===== config.mk =====
export PLATFORM = sky130hd
export DESIGN_NAME = rv_fetch
export DESIGN_NICKNAME = d
export VERILOG_FILES = /design/src/rtl/rv_pkg.sv /design/src/rtl/rv_fetch_fifo.sv /design/src/rtl/rv_fetch.sv
export SDC_FILE = /design/constraint.sdc
export NUM_CORES = 1
export LEC_CHECK = 0
export CAP_MARGIN = 40
export CORE_AREA = 8 8 182 184
export DETAILED_ROUTE_END_ITERATION = 10
export DIE_AREA = 0 0 190 192
export PLACE_DENSITY = 0.61
export RECOVER_POWER = 25
export REMOVE_ABC_BUFFERS = 1
export SETUP_SLACK_MARGIN = 0.3
export SYNTH_ARGS = -nofsm -noshare
export SYNTH_HDL_FRONTEND = slang
export SYNTH_HIERARCHICAL = 1
export SYNTH_SLANG_ARGS = --single-unit

===== constraint.sdc =====
create_clock -name clk -period 7.1 [get_ports clk]
set_input_delay 1.42 -clock clk [delete_from_list [all_inputs] [get_ports clk]]
set_output_delay 1.42 -clock clk [all_outputs]
set_load 0.02 [all_outputs]

===== src/rtl/rv_pkg.sv =====
// Shared constants and types for the rv front end.
package rv_pkg;

    localparam logic [31:0] NOP_INSTR        = 32'h0000_0013;
    localparam logic [31:0] RESET_PC_DEFAULT = 32'h0000_1000;

    typedef struct packed {
        logic [31:0] pc;
        logic [31:0] instr;
    } t_fetch_entry;

endpackage


===== src/rtl/rv_fetch_fifo.sv =====
// Synchronous FIFO of fetched {pc, instruction} entries; flush overrides push and pop.
module rv_fetch_fifo
    import rv_pkg::*;
#(
    parameter int DEPTH = 2
) (
    input  logic                   clk,
    input  logic                   rst,
    input  logic                   push,
    input  t_fetch_entry           push_data,
    input  logic                   pop,
    input  logic                   flush,
    output t_fetch_entry           head,
    output logic [$clog2(DEPTH):0] count,
    output logic                   empty,
    output logic                   full
);

    localparam int PW = $clog2(DEPTH);

    t_fetch_entry  mem_q [DEPTH];
    t_fetch_entry  mem_d [DEPTH];
    logic [PW-1:0] wr_ptr_q, wr_ptr_d;
    logic [PW-1:0] rd_ptr_q, rd_ptr_d;
    logic [PW:0]   count_q, count_d;
    logic          do_push, do_pop;

    assign empty = (count_q == '0);
    assign full  = (count_q == (PW+1)'(DEPTH));
    assign count = count_q;
    assign head  = mem_q[rd_ptr_q];

    // A full queue may still accept a push when the head leaves in the same cycle.
    assign do_pop  = pop && !empty;
    assign do_push = push && (!full || do_pop);

    always_comb begin
        mem_d    = mem_q;
        wr_ptr_d = wr_ptr_q;
        rd_ptr_d = rd_ptr_q;
        count_d  = count_q;
        if (flush) begin
            wr_ptr_d = '0;
            rd_ptr_d = '0;
            count_d  = '0;
        end else begin
            if (do_push) begin
                mem_d[wr_ptr_q] = push_data;
                wr_ptr_d        = wr_ptr_q + PW'(1);
            end
            if (do_pop) begin
                rd_ptr_d = rd_ptr_q + PW'(1);
            end
            count_d = count_q + (PW+1)'(do_push) - (PW+1)'(do_pop);
        end
    end

    always_ff @(posedge clk) begin
        if (rst) begin
            wr_ptr_q <= '0;
            rd_ptr_q <= '0;
            count_q  <= '0;
            for (int i = 0; i < DEPTH; i++) begin
                mem_q[i] <= '0;
            end
        end else begin
            wr_ptr_q <= wr_ptr_d;
            rd_ptr_q <= rd_ptr_d;
            count_q  <= count_d;
            mem_q    <= mem_d;
        end
    end

endmodule


===== src/rtl/rv_fetch.sv =====
// Instruction fetch stage: credit-limited sequential imem reads, in-order response queue,
// ready/valid handoff to decode, and redirect flush with stale-response dropping.
module rv_fetch
    import rv_pkg::*;
#(
    parameter logic [31:0] RESET_PC        = RESET_PC_DEFAULT,
    parameter int          FIFO_DEPTH      = 2,
    parameter int          MAX_OUTSTANDING = 2
) (
    input  logic        clk,
    input  logic        rst,
    output logic        imem_req_valid_Q100H,
    input  logic        imem_req_ready_Q100H,
    output logic [31:0] imem_addr_Q100H,
    input  logic        imem_rsp_valid,
    input  logic [31:0] imem_rsp_data,
    input  logic        redirect_Q102H,
    input  logic [31:0] redirect_pc_Q102H,
    input  logic        ready_Q101H,
    output logic        valid_Q101H,
    output logic [31:0] pc_Q101H,
    output logic [31:0] instruction_Q101H
);

    localparam int CNT_W  = $clog2(MAX_OUTSTANDING) + 1;
    localparam int FCNT_W = $clog2(FIFO_DEPTH) + 1;

    logic [31:0]       fetch_pc_q, fetch_pc_d;
    logic [31:0]       resp_pc_q, resp_pc_d;
    logic [CNT_W-1:0]  outstanding_q, outstanding_d;
    logic [CNT_W-1:0]  drop_cnt_q, drop_cnt_d;

    logic              fifo_push, fifo_pop, fifo_flush;
    logic              fifo_empty, fifo_full;
    logic [FCNT_W-1:0] fifo_count;
    t_fetch_entry      fifo_head, fifo_push_data;
    logic              req_accept;
    logic [1:0]        unused_redirect_low;

    assign unused_redirect_low = redirect_pc_Q102H[1:0];
    assign fifo_push_data      = '{pc: resp_pc_q, instr: imem_rsp_data};
    assign imem_addr_Q100H     = fetch_pc_q;
    assign req_accept          = imem_req_valid_Q100H && imem_req_ready_Q100H;

    assign valid_Q101H       = !fifo_empty;
    assign pc_Q101H          = fifo_empty ? 32'h0 : fifo_head.pc;
    assign instruction_Q101H = fifo_empty ? NOP_INSTR : fifo_head.instr;

    // Every accepted request reserves a queue slot so a response always finds room.
    always_comb begin
        imem_req_valid_Q100H = !rst && !redirect_Q102H && !fifo_full
                             && (int'(outstanding_q) < MAX_OUTSTANDING)
                             && ((int'(outstanding_q) + int'(fifo_count)) < FIFO_DEPTH);
    end

    always_comb begin
        fetch_pc_d    = fetch_pc_q;
        resp_pc_d     = resp_pc_q;
        outstanding_d = outstanding_q;
        drop_cnt_d    = drop_cnt_q;
        fifo_push     = 1'b0;
        fifo_pop      = 1'b0;
        fifo_flush    = 1'b0;
        if (redirect_Q102H) begin
            fetch_pc_d    = {redirect_pc_Q102H[31:2], 2'b00};
            resp_pc_d     = {redirect_pc_Q102H[31:2], 2'b00};
            fifo_flush    = 1'b1;
            outstanding_d = outstanding_q - CNT_W'(imem_rsp_valid);
            // Already-dropping requests are still counted in outstanding, so every
            // request left in flight after this cycle is stale.
            drop_cnt_d    = outstanding_q - CNT_W'(imem_rsp_valid);
        end else begin
            if (req_accept) begin
                fetch_pc_d = fetch_pc_q + 32'd4;
            end
            outstanding_d = outstanding_q + CNT_W'(req_accept) - CNT_W'(imem_rsp_valid);
            if (imem_rsp_valid) begin
                if (drop_cnt_q != '0) begin
                    drop_cnt_d = drop_cnt_q - CNT_W'(1);
                end else begin
                    fifo_push = 1'b1;
                    resp_pc_d = resp_pc_q + 32'd4;
                end
            end
            fifo_pop = valid_Q101H && ready_Q101H;
        end
    end

    always_ff @(posedge clk) begin
        if (rst) begin
            fetch_pc_q    <= RESET_PC;
            resp_pc_q     <= RESET_PC;
            outstanding_q <= '0;
            drop_cnt_q    <= '0;
        end else begin
            fetch_pc_q    <= fetch_pc_d;
            resp_pc_q     <= resp_pc_d;
            outstanding_q <= outstanding_d;
            drop_cnt_q    <= drop_cnt_d;
        end
    end

    rv_fetch_fifo #(
        .DEPTH(FIFO_DEPTH)
    ) u_fifo (
        .clk      (clk),
        .rst      (rst),
        .push     (fifo_push),
        .push_data(fifo_push_data),
        .pop      (fifo_pop),
        .flush    (fifo_flush),
        .head     (fifo_head),
        .count    (fifo_count),
        .empty    (fifo_empty),
        .full     (fifo_full)
    );

endmodule

==> results of run 1 <==
[synth_stat cells, types with 6 or more instances]
master    instances
nand4_1          25
a31oi_1           6
dfxtp_1         196
mux2i_1         129
ha_1              8
and4_1           10
buf_2            13
a21oi_1          34
mux2_2           66
clkbuf_1         40
nand2b_1        194
nor2_1           21
and3_1            8
nor3_1           13
nand3_1          21
nand2_1          36
a21boi_0         31
nor4_1            6
xor2_1           25
xnor2_1          32
o22ai_1           6
nor2b_1          62
inv_1            32
and2_1           11
[critical path, stage by stage]
cell and delay [ns]:
buf_2 0.36, clkbuf_1 1.17, nor2_1 0.22, and2_1 0.28
clkdlybuf4s50_1 0.54
[power breakdown]
part / switching, mW / leakage, nW / internal [mW]
clock network: 0.465 / 0.279 / 0.482
registers: 0.0429 / 1.60 / 1.14
logic: 0.143 / 3.00 / 0.143
total: 0.650 / 4.87 / 1.76
[cell type report]
class	instances	share of cell area (%)
Tap cell	396	3.86
Clock buffer	19	3.53
Timing Repair Buffer	173	13.5
Clock inverter	13	0.927
Multi-Input combinational cell	800	46.6
Sequential cell	196	30.6
Inverter	32	0.936
[cells by family after synthesis]
logic type,Yosys count
flops,196
xor+xnor,57
buf+inv,106
simple gates,432
compound gates,103
mux,195
fa+ha+maj,9
other cells,1
[cell usage in the layout, fill, tap and decap left out, types with 5 or more instances in the layout]
master           count
nor2b_1             62
xor2_1              25
xnor2_1             32
mux2_2              66
nor2_1              20
dlygate4sd3_1       31
and3_1               9
dfxtp_1            195
clkbuf_16           17
nand4_1             25
o22ai_1              6
inv_1               32
nand2_1             36
nor3_1              13
a31oi_1              6
buf_4                8
o21ai_0              5
a211oi_1             5
and4_1              10
a21boi_0            31
mux2i_1            129
nand2b_1           194
and2_1              11
nor4_1               6
or2_2                5
clkdlybuf4s50_1    130
a21oi_1             34
nand3_1             21
ha_1                 8
[state kept, by name, indices dropped and copies added, names as in the netlist]
name	count
u_fifo/mem_q	128
imem_addr_Q100H	30
resp_pc_q	30
u_fifo/count	2
u_fifo/wr_ptr_q	1
drop_cnt_q	2
outstanding_q	2
u_fifo/rd_ptr_q	1
[how the worst max path moves through the flow]
stage,to,depth (start not counted)
after floorplan,u_fifo/mem_q[0]$_SDFFE_PP0P_,6
after global placement,u_fifo/mem_q[117]$_SDFFE_PP0P_,8
after detailed placement,u_fifo/mem_q[17]$_SDFFE_PP0P_,9
after CTS,imem_req_valid_Q100H,5
after global routing,imem_req_valid_Q100H,5
final,imem_req_valid_Q100H,5
[routing by layer]
metal	track usage, %	share of wire, %	up-vias	wire [um]
li1	-	-	3974	-
met1	18.7	48	3667	12700
met2	23.5	46	188	12200
met3	3.21	5.0	22	1320
met4	3.73	1.1	0	296
met5	0	0	-	0
==> impl_metrics.csv, run 1 <==
group,metric,value,unit
run_status,status,"complete, but fails checks",
run_status,violations,"capacitance limit, slew limit",
clocking,clkTransAtPathRegs,0.07,ns
power,ir_drop,152,uV
sta,drv_slew,30,
synthesis,synth.area.top_cells,"dfxtp_1, mux2i_1, nand2b_1",
grt,grt_pass1_vias,7939,
synthesis,yosys_warnings,6,
synthesis,yosysTopAreaCellShare,37.6,%
sta,worst_slack,1.67,ns
worst_hold_path,min_to,"u_fifo/mem_q[65]$_SDFFE_PP0P_",
placement,place_hpwl,18200,um
setup_path,crit_path_max_fanout,29,
grt,grtUsageTotal,14.3,%
clocking,ctsHoldBuffers,0,
sta,skew,0.0133,ns
sta,setup_viol,0,
placement,place_ws,2.52,ns
sta,min_period,5.43,ns
placement,postPlaceCellArea,12300,sq um
synthesis,synth_compound_area_share,6.43,%
final_layout,layout.area.seq,3930,sq um
drt,viasPerCell,4.82,
sta,tightest_slew,1.55,ns
drt,wl_per_cell,16.2,um
drt,drt_iter0_drc,373,
placement,portBuffers,163,
synthesis,synthSimpleGateAreaFrac,25.2,%
synthesis,synth_top_area_cell,"dfxtp_1",
placement,place.gp.congestion,0.867,
power,finalPower,2.41,mW
synthesis,synth_edf_count,0,
synthesis,synth_seq_cells,196,
final_layout,instances_no_fill,1629,
sta,rsz0062_at_grt,"no",
drt,routed-via-count,7851,
die,core_area,30200,sq um
die,design.die.area,36500,sq um
final_layout,layout-drive-gt1-share,10.7,%
clocking,clk_latency,0.43,ns
die,start_util,34.6,%
sta,finalSetupTns,0,ns
clocking,clock_sinks,196,
clocking,cts-root-buf,"clkbuf_16",
setup_path,startpoint,"redirect_Q102H",
setup_path,startpoint_type,"primary input",
power,p_leak,4.87,nW
synthesis,synth-async-reset-ratio,0,%
synthesis,synthCells,1099,
synthesis,synth.avg_cell_area,9.50,sq um
die,rows,64,
synthesis,synth_top_family_by_area,"simple AND/OR/NAND/NOR gates",
synthesis,synth_adder_area_share,1.15,%
final_layout,diodes,0,
grt,antenna_found_initial,0,
synthesis,synthMuxAreaShare,19.5,%
sta,relSlewSlack,-3.15,%
setup_path,r2r_cells,12,
drt,drc,0,
clocking,cts_max_path_buffers,2,
final_layout,stdcell_area,12800,sq um
grt,grt_max_degree,100,
drt,first_pass_iters,5,
synthesis,yosys.cell_types.count,57,
power,power.density,188,nW/um^2
sta,timing.hold.ws,0.467,ns
synthesis,synth-xor-area-share,4.78,%
drt,ant_nets,0,
placement,dp.cells,1597,
clocking,cts_tree,"done",
sta,clock.fmax,184,MHz
die,ios,168,
final_layout,num-fill-cells,2939,
setup_path,r2r_start,"u_fifo/count[0]$_SDFF_PP0_",
final_layout,post-route-util,42.5,%
drt,wl,26500,um
synthesis,synth_ff_type,"dfxtp_1",
die,die_h,192,um
setup_path,end_kind,"primary output",
setup_path,required,5.68,ns
sta,period_share,76.5,%
sta,finalHoldViolations,0,
setup_path,r2r-end,"outstanding_q[1]$_SDFF_PP0_",
clocking,cts_resized,0,
die,dieWidth,190,um
final_layout,multi_input_area,5980,sq um
final_layout,flow.area_growth_from_synthesis,22.8,%
final_layout,nNetsFinal,1299,
grt,grt_pass1_wl,42500,um
synthesis,synthesis.area,10400,sq um
clocking,post_cts_buffers,0,
setup_path,path_class,"primary input to primary output",
setup_path,cp.arrival,4.01,ns
setup_path,r2r_setup_slack,3.39,ns
worst_hold_path,min_delay_path_depth,2,
worst_hold_path,hp-class,"register to register",
grt,overflow,0,
synthesis,ys_seq_area_share,37.6,%
clocking,h-tree-depth,4,
clocking,cts_buffers,17,
job,cap_violations,1,
worst_hold_path,hp-start,"u_fifo/mem_q[65]$_SDFFE_PP0P_",
Note: power is estimated with default switching activity, not from simulation.
==> inputs of run 2 (changes only) <==
Clock period 7.1 ns to 5.4 ns, I/O delays scaled along.
==> run 2 against run 1 <==
Compared with the run above: the flow still finishes with violations (capacitance limit, slew limit); utilization increased by 0.24 points; sequential cell count unchanged; total power up 34%; via count is 0.64% lower; sequential share of layout area is 0.17 points lower; cell count about the same; register-to-register slack got worse by 1.3 ns; routed wire length down 0.32%; setup slack worse by 0.35 ns; final area rose by 0.57%; worst hold slack improved by 0.0054 ns; critical path depth did not move.
==> impl_metrics.csv, run 2 (synthesized netlist as in run 1, its figures left out) <==
group,metric,value,unit
run_status,status,"complete, but fails checks",
run_status,violations,"capacitance limit, slew limit",
die,dieWidth,190,um
final_layout,final_cell_mix,"dfxtp_1, nand2b_1, clkdlybuf4s50_1, mux2i_1, mux2_2",
setup_path,startpoint_type,"primary input",
sta,tightest_slew,2.61,ns
sta,min_period,4.08,ns
placement,portBuffers,163,
drt,wl_per_cell,16.2,um
drt,ant_nets,0,
grt,overflow,0,
clocking,ctsHoldBuffers,0,
clocking,clock_sinks,196,
die,start_util,34.6,%
final_layout,largest_register_ffs,128,
sta,rsz0062_at_grt,"no",
setup_path,end_kind,"register",
clocking,cts_tree,"done",
sta,period_share,75.6,%
placement,place_ws,1.77,ns
die,rows,64,
sta,setup_viol,0,
final_layout,instances_no_fill,1630,
setup_path,r2r_setup_slack,2.05,ns
worst_hold_path,hp-class,"register to register",
drt,routed-via-count,7801,
clocking,cts_buffers,17,
setup_path,path_class,"primary input to register",
drt,drt_iter0_drc,302,
sta,skew,0.0221,ns
drt,first_pass_iters,4,
final_layout,nNetsFinal,1300,
clocking,clkTransAtPathRegs,0.08,ns
final_layout,max_flop_register,"u_fifo/mem_q",
placement,dp.cells,1598,
drt,viasPerCell,4.79,
final_layout,num-fill-cells,2962,
clocking,cts_max_path_buffers,2,
placement,place.gp.congestion,0.849,
final_layout,layout-drive-gt1-share,10.9,%
grt,antenna_found_initial,0,
drt,drc,0,
sta,finalSetupTns,0,ns
die,ios,168,
sta,finalHoldViolations,0,
setup_path,required,5.68,ns
placement,postPlaceCellArea,12300,sq um
grt,grt_max_degree,90,
die,core_area,30200,sq um
clocking,clk_latency,0.44,ns
die,die_h,192,um
power,power.density,251,nW/um^2
sta,relSlewSlack,-73.8,%
grt,grt_pass1_wl,42700,um
clocking,post_cts_buffers,0,
final_layout,multi_input_area,5990,sq um
clocking,cts-root-buf,"clkbuf_16",
setup_path,cp.arrival,4.36,ns
final_layout,layout.area.seq,3930,sq um
grt,grt_pass1_vias,8036,
final_layout,diodes,0,
clocking,h-tree-depth,4,
job,cap_violations,1,
clocking,cts_resized,0,
power,p_leak,4.89,nW
final_layout,final_common_cell,"dfxtp_1",
drt,wl,26400,um
sta,worst_slack,1.32,ns
final_layout,stdcell_area,12900,sq um
setup_path,crit_path_max_fanout,89,
sta,clock.fmax,245,MHz
grt,grtUsageTotal,14.2,%
placement,place_hpwl,18000,um
final_layout,flow.area_growth_from_synthesis,23.5,%
die,design.die.area,36500,sq um
power,ir_drop,214,uV
sta,drv_slew,86,
-- run 2: worst max-delay path, cell delays in order --
cell      delay (ns)
buf_4           0.14
clkbuf_1        1.85
buf_4           0.79
a21oi_1         0.21
a21boi_0        0.18
-- run 2: worst paths after layout --
kind                                      start                              end  depth (start not counted)
hold reg to reg   u_fifo/mem_q[37]$_SDFFE_PP0P_    u_fifo/mem_q[37]$_SDFFE_PP0P_                          2
setup reg to reg     u_fifo/count[0]$_SDFF_PP0_      outstanding_q[1]$_SDFF_PP0_                         12
setup / recovery                            rst  imem_addr_Q100H[5]$_SDFFE_PP0P_                          5
hold / removal    u_fifo/mem_q[37]$_SDFFE_PP0P_    u_fifo/mem_q[37]$_SDFFE_PP0P_                          2
-- run 2: where the power goes --
group | internal, mW | leakage (nW) | total (mW) | switching [mW]
Clock | 0.640 | 0.294 | 1.31 | 0.672
Sequential | 1.49 | 1.60 | 1.55 | 0.0564
Combinational | 0.190 | 3.00 | 0.379 | 0.189
Total | 2.32 | 4.89 | 3.24 | 0.917
-- run 2: area by class of cell --
| class | count | area share (%) |
|---|---|---|
| clock inverter | 15 | 1.50 |
| inverter | 32 | 0.931 |
| sequential | 196 | 30.4 |
| tap | 396 | 3.84 |
| multi-input combinational | 800 | 46.4 |
| clock buffer | 17 | 3.30 |
| timing repair buffer | 174 | 13.6 |
-- run 2: stage by stage --
| step | hold slack [ns] | total power, mW | utilization [%] |
|---|---|---|---|
| after floorplan | 0.445 | 1.79 | - |
| after global placement | 0.457 | 1.97 | 40.5 |
| after detailed placement | 0.461 | 1.97 | 40.7 |
| after CTS | 0.477 | 3.30 | 42.7 |
| after global routing | 0.482 | 3.39 | 42.7 |
| final | 0.473 | 3.24 | 42.7 |
-- run 2: per-layer routing --
layer | up-vias | routed length, um | GRT usage (%)
li1 | 3975 | - | -
met1 | 3663 | 13100 | 18.9
met2 | 152 | 12000 | 23.1
met3 | 11 | 1090 | 2.98
met4 | 0 | 199 | 3.58
met5 | - | 0 | 0
